`config.mk`:
```
export PLATFORM = sky130hd
export DESIGN_NAME = csr_irq_ctrl
export DESIGN_NICKNAME = d
export VERILOG_FILES = /design/src/rtl/csr_irq_ctrl.sv
export SDC_FILE = /design/constraint.sdc
export NUM_CORES = 1
export LEC_CHECK = 0
export CAP_MARGIN = 0
export CORE_MARGIN = 4
export CORE_UTILIZATION = 45
export DETAILED_ROUTE_END_ITERATION = 6
export PLACE_DENSITY = 0.67
export SLEW_MARGIN = 20
export SYNTH_ARGS = -nofsm -noshare
export SYNTH_HDL_FRONTEND = slang
export SYNTH_SLANG_ARGS = --single-unit
```
`constraint.sdc`:
```
create_clock -name clk -period 5.05 [get_ports clk]
set_clock_uncertainty 0.2 [all_clocks]
set_input_delay 1.2625 -clock clk [delete_from_list [all_inputs] [get_ports clk]]
set_output_delay 1.2625 -clock clk [all_outputs]
set_load 0.03 [all_outputs]
```
`src/rtl/csr_irq_ctrl.sv`:
```
// Machine-mode CSR file with interrupt/ecall trap entry and mret return sequencing.
// Define CSR_VECTORED_EN to make mtvec.MODE writable and vector interrupts to base + 4*code.
module csr_irq_ctrl #(
  parameter int XLEN = 64,
  parameter logic [XLEN-1:0] RESET_MTVEC = '0
) (
  input  logic            clk,
  input  logic            rst,
  input  logic [XLEN-1:0] pc_i,
  input  logic [3:0]      csr_ctl,
  input  logic [11:0]     csr_addr,
  input  logic [XLEN-1:0] csr_wdata,
  input  logic            core_valid,
  input  logic            retire,
  input  logic            irq_soft,
  input  logic            irq_timer,
  input  logic            irq_ext,
  output logic [XLEN-1:0] csr_rdata,
  output logic            illegal_csr,
  output logic            trap_valid,
  input  logic            trap_ready,
  output logic [XLEN-1:0] trap_pc
);

  localparam logic [11:0] A_MSTATUS   = 12'h300;
  localparam logic [11:0] A_MIE       = 12'h304;
  localparam logic [11:0] A_MTVEC     = 12'h305;
  localparam logic [11:0] A_MSCRATCH  = 12'h340;
  localparam logic [11:0] A_MEPC      = 12'h341;
  localparam logic [11:0] A_MCAUSE    = 12'h342;
  localparam logic [11:0] A_MIP       = 12'h344;
  localparam logic [11:0] A_MCYCLE    = 12'hB00;
  localparam logic [11:0] A_MINSTRET  = 12'hB02;
  localparam logic [11:0] A_MCYCLEH   = 12'hB80;
  localparam logic [11:0] A_MINSTRETH = 12'hB82;

  typedef enum logic [1:0] {IDLE, TAKE, REDIRECT} state_t;
  state_t state, state_nxt;

  logic csr_wr, csr_rd, ecall, mret;
  assign {csr_wr, csr_rd, ecall, mret} = csr_ctl;

  logic            st_mie, st_mpie;
  logic [1:0]      st_mpp;
  logic            en_msi, en_mti, en_mei;
  logic            ip_msi, ip_mti, ip_mei;
  logic [XLEN-3:0] mtvec_base;
  logic            vec_mode;
  logic [XLEN-1:0] mscratch, mcause;
  logic [XLEN-3:0] mepc_base;
  logic [63:0]     mcycle, minstret, mcycle_nxt, minstret_nxt, wdata64;
  logic [XLEN-3:0] take_pc;
  logic [XLEN-1:0] take_cause, trap_pc_q;
  logic            impl, wr_en, irq_pend, take_start, mret_go;
  logic [XLEN-1:0] rd_val, cause_nxt, vec_target;
  logic            unused_pc_bits;

  assign unused_pc_bits = ^pc_i[1:0];
  assign wdata64        = 64'(csr_wdata);

  // Address decode and read mux; unimplemented addresses read as zero.
  always_comb begin
    impl   = 1'b1;
    rd_val = '0;
    case (csr_addr)
      A_MSTATUS: begin
        rd_val[3]     = st_mie;
        rd_val[7]     = st_mpie;
        rd_val[12:11] = st_mpp;
      end
      A_MIE: begin
        rd_val[3]  = en_msi;
        rd_val[7]  = en_mti;
        rd_val[11] = en_mei;
      end
      A_MTVEC:    rd_val = {mtvec_base, 1'b0, vec_mode};
      A_MSCRATCH: rd_val = mscratch;
      A_MEPC:     rd_val = {mepc_base, 2'b00};
      A_MCAUSE:   rd_val = mcause;
      A_MIP: begin
        rd_val[3]  = ip_msi;
        rd_val[7]  = ip_mti;
        rd_val[11] = ip_mei;
      end
      A_MCYCLE:   rd_val = mcycle[XLEN-1:0];
      A_MINSTRET: rd_val = minstret[XLEN-1:0];
      A_MCYCLEH: begin
        if (XLEN == 32) rd_val = XLEN'(mcycle[63:32]);
        else            impl   = 1'b0;
      end
      A_MINSTRETH: begin
        if (XLEN == 32) rd_val = XLEN'(minstret[63:32]);
        else            impl   = 1'b0;
      end
      default: impl = 1'b0;
    endcase
  end

  assign csr_rdata   = rd_val;
  assign illegal_csr = (csr_wr | csr_rd) & ~impl;
  assign wr_en       = csr_wr & impl;

  // A CSR write replaces the counter (or just the addressed half) instead of incrementing it.
  always_comb begin
    mcycle_nxt   = mcycle + 64'd1;
    minstret_nxt = minstret + {63'd0, retire};
    if (wr_en) begin
      case (csr_addr)
        A_MCYCLE:    mcycle_nxt   = (XLEN == 32) ? {mcycle[63:32], wdata64[31:0]} : wdata64;
        A_MCYCLEH:   mcycle_nxt   = {wdata64[31:0], mcycle[31:0]};
        A_MINSTRET:  minstret_nxt = (XLEN == 32) ? {minstret[63:32], wdata64[31:0]} : wdata64;
        A_MINSTRETH: minstret_nxt = {wdata64[31:0], minstret[31:0]};
        default: ;
      endcase
    end
  end

  assign irq_pend = st_mie & ((ip_msi & en_msi) | (ip_mti & en_mti) | (ip_mei & en_mei));

  always_comb begin
    cause_nxt = '0;
    if (ecall) begin
      cause_nxt[3:0] = 4'd11;
    end else begin
      cause_nxt[XLEN-1] = 1'b1;
      if (ip_mei & en_mei)      cause_nxt[3:0] = 4'd11;
      else if (ip_msi & en_msi) cause_nxt[3:0] = 4'd3;
      else                      cause_nxt[3:0] = 4'd7;
    end
  end

  always_comb begin
    vec_target = {mtvec_base, 2'b00};
    if (vec_mode && take_cause[XLEN-1])
      vec_target = vec_target + XLEN'({take_cause[3:0], 2'b00});
  end

  // Trap entry (ecall, then interrupts) has priority over mret when both arrive in IDLE.
  always_comb begin
    state_nxt  = state;
    take_start = 1'b0;
    mret_go    = 1'b0;
    case (state)
      IDLE: begin
        if (!core_valid) begin
          if (ecall || irq_pend) begin
            state_nxt  = TAKE;
            take_start = 1'b1;
          end else if (mret) begin
            state_nxt = REDIRECT;
            mret_go   = 1'b1;
          end
        end
      end
      TAKE:     state_nxt = REDIRECT;
      REDIRECT: if (trap_ready) state_nxt = IDLE;
      default:  state_nxt = IDLE;
    endcase
  end

  always_ff @(posedge clk) begin
    if (rst) state <= IDLE;
    else     state <= state_nxt;
  end

  assign trap_valid = (state == REDIRECT);
  assign trap_pc    = trap_pc_q;

  // The redirect target is captured once on entry to REDIRECT so later mtvec/mepc writes cannot move it.
  always_ff @(posedge clk) begin
    if (rst) begin
      take_pc    <= '0;
      take_cause <= '0;
      trap_pc_q  <= '0;
    end else begin
      if (take_start) begin
        take_pc    <= pc_i[XLEN-1:2];
        take_cause <= cause_nxt;
      end
      if (state == TAKE) trap_pc_q <= vec_target;
      else if (mret_go)  trap_pc_q <= {mepc_base, 2'b00};
    end
  end

  always_ff @(posedge clk) begin
    if (rst) begin
      st_mie  <= 1'b0;
      st_mpie <= 1'b0;
      st_mpp  <= 2'b00;
    end else if (state == TAKE) begin
      st_mpie <= st_mie;
      st_mie  <= 1'b0;
      st_mpp  <= 2'b11;
    end else if (mret_go) begin
      st_mie  <= st_mpie;
      st_mpie <= 1'b1;
      st_mpp  <= 2'b00;
    end else if (wr_en && csr_addr == A_MSTATUS) begin
      st_mie  <= csr_wdata[3];
      st_mpie <= csr_wdata[7];
      st_mpp  <= csr_wdata[12:11];
    end
  end

  always_ff @(posedge clk) begin
    if (rst) begin
      mepc_base <= '0;
      mcause    <= '0;
    end else if (state == TAKE) begin
      mepc_base <= take_pc;
      mcause    <= take_cause;
    end else if (wr_en) begin
      if (csr_addr == A_MEPC)   mepc_base <= csr_wdata[XLEN-1:2];
      if (csr_addr == A_MCAUSE) mcause    <= csr_wdata;
    end
  end

  always_ff @(posedge clk) begin
    if (rst) begin
      en_msi     <= 1'b0;
      en_mti     <= 1'b0;
      en_mei     <= 1'b0;
      mtvec_base <= RESET_MTVEC[XLEN-1:2];
      mscratch   <= '0;
      ip_msi     <= 1'b0;
      ip_mti     <= 1'b0;
      ip_mei     <= 1'b0;
      mcycle     <= '0;
      minstret   <= '0;
    end else begin
      if (wr_en && csr_addr == A_MIE) begin
        en_msi <= csr_wdata[3];
        en_mti <= csr_wdata[7];
        en_mei <= csr_wdata[11];
      end
      if (wr_en && csr_addr == A_MTVEC)    mtvec_base <= csr_wdata[XLEN-1:2];
      if (wr_en && csr_addr == A_MSCRATCH) mscratch   <= csr_wdata;
      ip_msi   <= irq_soft;
      ip_mti   <= irq_timer;
      ip_mei   <= irq_ext;
      mcycle   <= mcycle_nxt;
      minstret <= minstret_nxt;
    end
  end

`ifdef CSR_VECTORED_EN
  // Only direct (0) and vectored (1) modes exist; reserved modes 2 and 3 fall back to direct.
  always_ff @(posedge clk) begin
    if (rst)                                 vec_mode <= (RESET_MTVEC[1:0] == 2'b01);
    else if (wr_en && csr_addr == A_MTVEC)   vec_mode <= (csr_wdata[1:0] == 2'b01);
  end
`else
  assign vec_mode = 1'b0;
`endif

endmodule

```
==> reports/results.env <==
INTERNAL_POWER_mW=6.95
CTS_BUFFER_DEPTH=3
PLACE_WORST_SETUP_SLACK_NS=-0.125
POST_ROUTE_CELLS_DRIVE_ABOVE_1_SHARE_PCT=8.80
CRITPATHMAXFANOUT=41
SYNTHESIZED_INSTANCE_COUNT=3021
PLACEDCELLCOUNT=3814
REPORT.FINAL.SLEW_VIOL_COUNT=0
TOTAL_CLOCK_BUFFERS_CREATED_BY_CTS=56
GRT_FIRST_PASS_WIRELENGTH_MM=135
YOSYS_REGISTER_BITS=520
WORST_SETUP_PATH_END_KIND='output port'
CTSHTREEMAXLEVEL=2
BUFFER_PORTS.INSERTED=277
POWER.STATIC_LEAKAGE_nW=10.3
FINAL.FILL_COUNT=4628
HOLDBUFCOUNTCTS=0
CTS_TREE='yes'
SETUP_VIOL=0
PWR_DENSITY_CELL_mW_PER_MM2=306
CLK_TRANSITION_REPORTED_PATHS_NS=0.06
DIE-WIDTH_UM=237
UTILIZATION_PCT=57.9
DETAIL_ROUTE.ITER0.VIOLATIONS=3509
OUTCOME='finished, violations left'
SYNTH.AVG_CELL_AREA_SQ_UM=7.81
FAILED_CHECKS='design-rule violations'
WORST-SETUP-PATH-TYPE='in -> out'
POST_LAYOUT_NONFILLER_INSTANCES=3919
TIMING.FINAL.WS_SETUP_NS=0.0522
RELSLEWSLACK_PCT=31.5
WORSTSKEWPAIRLATENCY_NS=0.62
ROUTED-VIA-COUNT=24100
SYNTH-SEQ-AREA-SHARE_PCT=44.1
TOTAL_POWER_CONSUMPTION_OF_THE_ROUTED_DESIGN_mW=9.15
POWER.COMBINATIONAL.FRACTION_PCT=7.1
CRITICAL_PATH.STARTPOINT_TYPE='input pin'
SEQUENTIAL_CELL_AREA_SQ_MM=0.0104
AREA_TAKEN_BY_MULTI_INPUT_LOGIC_GATES_SQ_MM=0.0122
FP-ROW-COUNT=83
FINAL_WTD_CONGESTION=0.918
NETSWITCHINGPOWER_mW=2.19
FMAXACHIEVABLE_MHz=200
WL_PER_CELL_UM=22.4
NNETSFINAL=3352
TIMING_WORST_SLEW_PIN_VALUE_NS=1.03
CP_DATA_REQUIRED_TIME_NS=3.59
VIA_COUNT_OF_THE_FIRST_GLOBAL_ROUTING_PASS=23000
DETAILEDROUTE.FIRSTPASSITERATIONCOUNT=7
SYNTHESIS.YOSYS.WARNINGS=0
ARRIVAL_NS=3.54
ROUTE.DETAILED.VIAS_PER_INST=6.15
FIN_CRIT_SH_PCT=99.0
PERIOD_MINUS_WS_FINAL_NS=5.00
UNREPAIRED_SETUP_ENDPOINTS_AFTER_GLOBAL_ROUTING='no'
HPWL_MM=56.9
ANTENNA_VIOLATIONS_BEFORE_REPAIR=2
MIN-DELAY-PATH-CLASS='reg -> reg'
SYN_STD_CELL_AREA_SQ_MM=0.0236
NUM_IO_PINS=282
CLOCK-ROOT-BUFFER='clkbuf_16'
MAX_CAP_VIOLATIONS=0
POWER_SWITCHING_SHARE_PCT=24.0
SYN_TO_FINAL_GROWTH_PCT=26.6
DETAIL-ROUTE-ANTENNA-NETS=0
TRITONCTS_SINKS=520
SYNTH_TOP_FLOP_CELL='dfxtp_1'
COREAREA_SQ_MM=0.0516
SYNTH-ASYNC-RESET-RATIO_PCT=0
FP.DIEH_UM=237
GRT_OVERFLOW_TOTAL=0
GRT_START_MAX_NET_PINS=147
POSTROUTEWIRELENGTH_MM=88.0
VDD.IR_DROP.WORST_mV=0.250
GRTUSAGETOTAL_PCT=29.5
SYNTH_ENABLE_FLOP_CELLS=0
POWER.SHARE.SEQUENTIAL_PCT=46.6
DESIGN.DIE.AREA_SQ_MM=0.0561
FINAL-HOLD-VIOLATION-COUNT=0
FLOORPLAN.INITIALDENSITY_PCT=45.7
DRCVIOLATIONCOUNT=1
YOSYSUNIQUECELLTYPES=60
PWR-SHARE-CLK_PCT=46.3
## logic make-up (layout without fill, tap and decap cells)
kind of cell             after synthesis  in the layout  synth area share (%)
AO/OA/AOI/OAI                        715            715                  21.2
XOR/XNOR                             117            117                  4.34
AND/OR/NAND/NOR                     1380           1380                  24.9
flip-flops                           520            520                  44.1
multiplexers                          12             12                 0.525
adder cells (fa/ha/maj)                3              3                 0.159
buffers and inverters                273            489                  4.78
other                                  1              3                0.0159
## synthesized netlist by cell type, types with 7 or more instances
| cell type | n | area [sq um] |
|---|---|---|
| nand2_1 | 814 | 3060 |
| dfxtp_1 | 520 | 10400 |
| a21oi_1 | 306 | 1530 |
| nor2_1 | 296 | 1110 |
| clkbuf_1 | 220 | 826 |
| a211oi_1 | 132 | 991 |
| a222oi_1 | 124 | 1240 |
| a311oi_1 | 72 | 631 |
| xnor2_1 | 67 | 587 |
| nand3_1 | 62 | 310 |
| xor2_1 | 50 | 438 |
| a22oi_1 | 46 | 345 |
| nand4_1 | 43 | 269 |
| nor3_1 | 36 | 180 |
| nor4_1 | 31 | 194 |
| and3_1 | 24 | 150 |
| and4_1 | 21 | 184 |
| inv_1 | 15 | 56.3 |
| buf_1 | 14 | 52.6 |
| and2_1 | 12 | 75.1 |
| buf_2 | 10 | 50.1 |
| buf_6 | 10 | 113 |
| mux2i_1 | 9 | 90.1 |
| o21a_1 | 7 | 52.6 |
| o21ai_0 | 7 | 35.0 |
| or4_1 | 7 | 52.6 |
## metal layers
layer	vias to the layer above	global-route usage, %	wire [um]
met5	-	0	11
met4	2	9.62	2740
met3	186	5.42	8440
met2	1268	45.6	38900
met1	11600	41.8	37900
li1	11100	-	-
## stage by stage
step / hold WS (ns) / cell area [sq um] / TNS, ns
floorplan: 0.232 / 23600 / 0
global placement: 0.240 / 27900 / -0.675
detailed placement: 0.246 / 27900 / -0.831
CTS: 0.255 / 29800 / 0
global route: 0.266 / 29900 / 0
finish: 0.255 / 29900 / 0
## final cells by class
class	count	area share, %
Inverter	15	0.188
Timing Repair Buffer	375	15.1
Sequential cell	520	34.8
Tap cell	680	2.85
Clock buffer	83	5.67
Antenna cell	1	0.00838
Clock inverter	16	0.637
Multi-Input combinational cell	2229	40.7
## power by group through the flow
| stage | sequential (mW) | clock (mW) | combinational (mW) |
|---|---|---|---|
| 5_1_grt | 4.27 | 4.43 | 0.700 |
| 3_5_place_dp | 4.35 | 0 | 0.643 |
| 3_3_place_gp | 4.35 | 0 | 0.635 |
| 4_1_cts | 4.26 | 4.25 | 0.647 |
| 2_1_floorplan | 4.38 | 0 | 0.260 |
| 6_report | 4.26 | 4.23 | 0.653 |
## flip-flops by register name, indices dropped and copies added (netlist names), 2 cells and up
register	cells
st_mpp	2
take_cause	4
mcycle	64
mepc_base	62
mtvec_base	62
mscratch	64
state	2
take_pc	62
minstret	64
trap_pc	62
mcause	64
## worst paths after layout
| path | start | end | slack [ns] | cells after the start |
|---|---|---|---|---|
| min reg2reg | mscratch[15] | mscratch[15] | 0.25 | 2 |
| max | csr_addr[5] | csr_rdata[20] | 0.05 | 9 |
| min | mscratch[15] | mscratch[15] | 0.25 | 2 |
| max reg2reg | minstret[16] | minstret[63] | 1.82 | 7 |
## worst max-delay path: stages
cell             delay (ns)
clkdlybuf4s50_1        0.53
nor4_1                 0.08
buf_4                  0.16
nand2_1                0.24
nor2_4                 0.07
buf_12                 0.18
a222oi_1               0.56
nand2_1                0.23
buf_12                 0.19
## what timing repair did
item,in CTS,in global routing
gates resized for setup,4,0
endpoints found under the setup margin,40,14
pin swaps,0,3
setup buffers,0,3
cloned,0,2
## cells in the final DEF (no fill, tap or decap), types with 67 or more instances in the layout
cell	count
clkdlybuf4s50_1	210
dfxtp_1	520
nand2_1	810
a21oi_1	306
nor2_1	291
buf_4	70
buf_12	90
xnor2_1	67
a311oi_1	72
a211oi_1	132
a222oi_1	124
No activity file was read; power rests on OpenSTA's default activity.
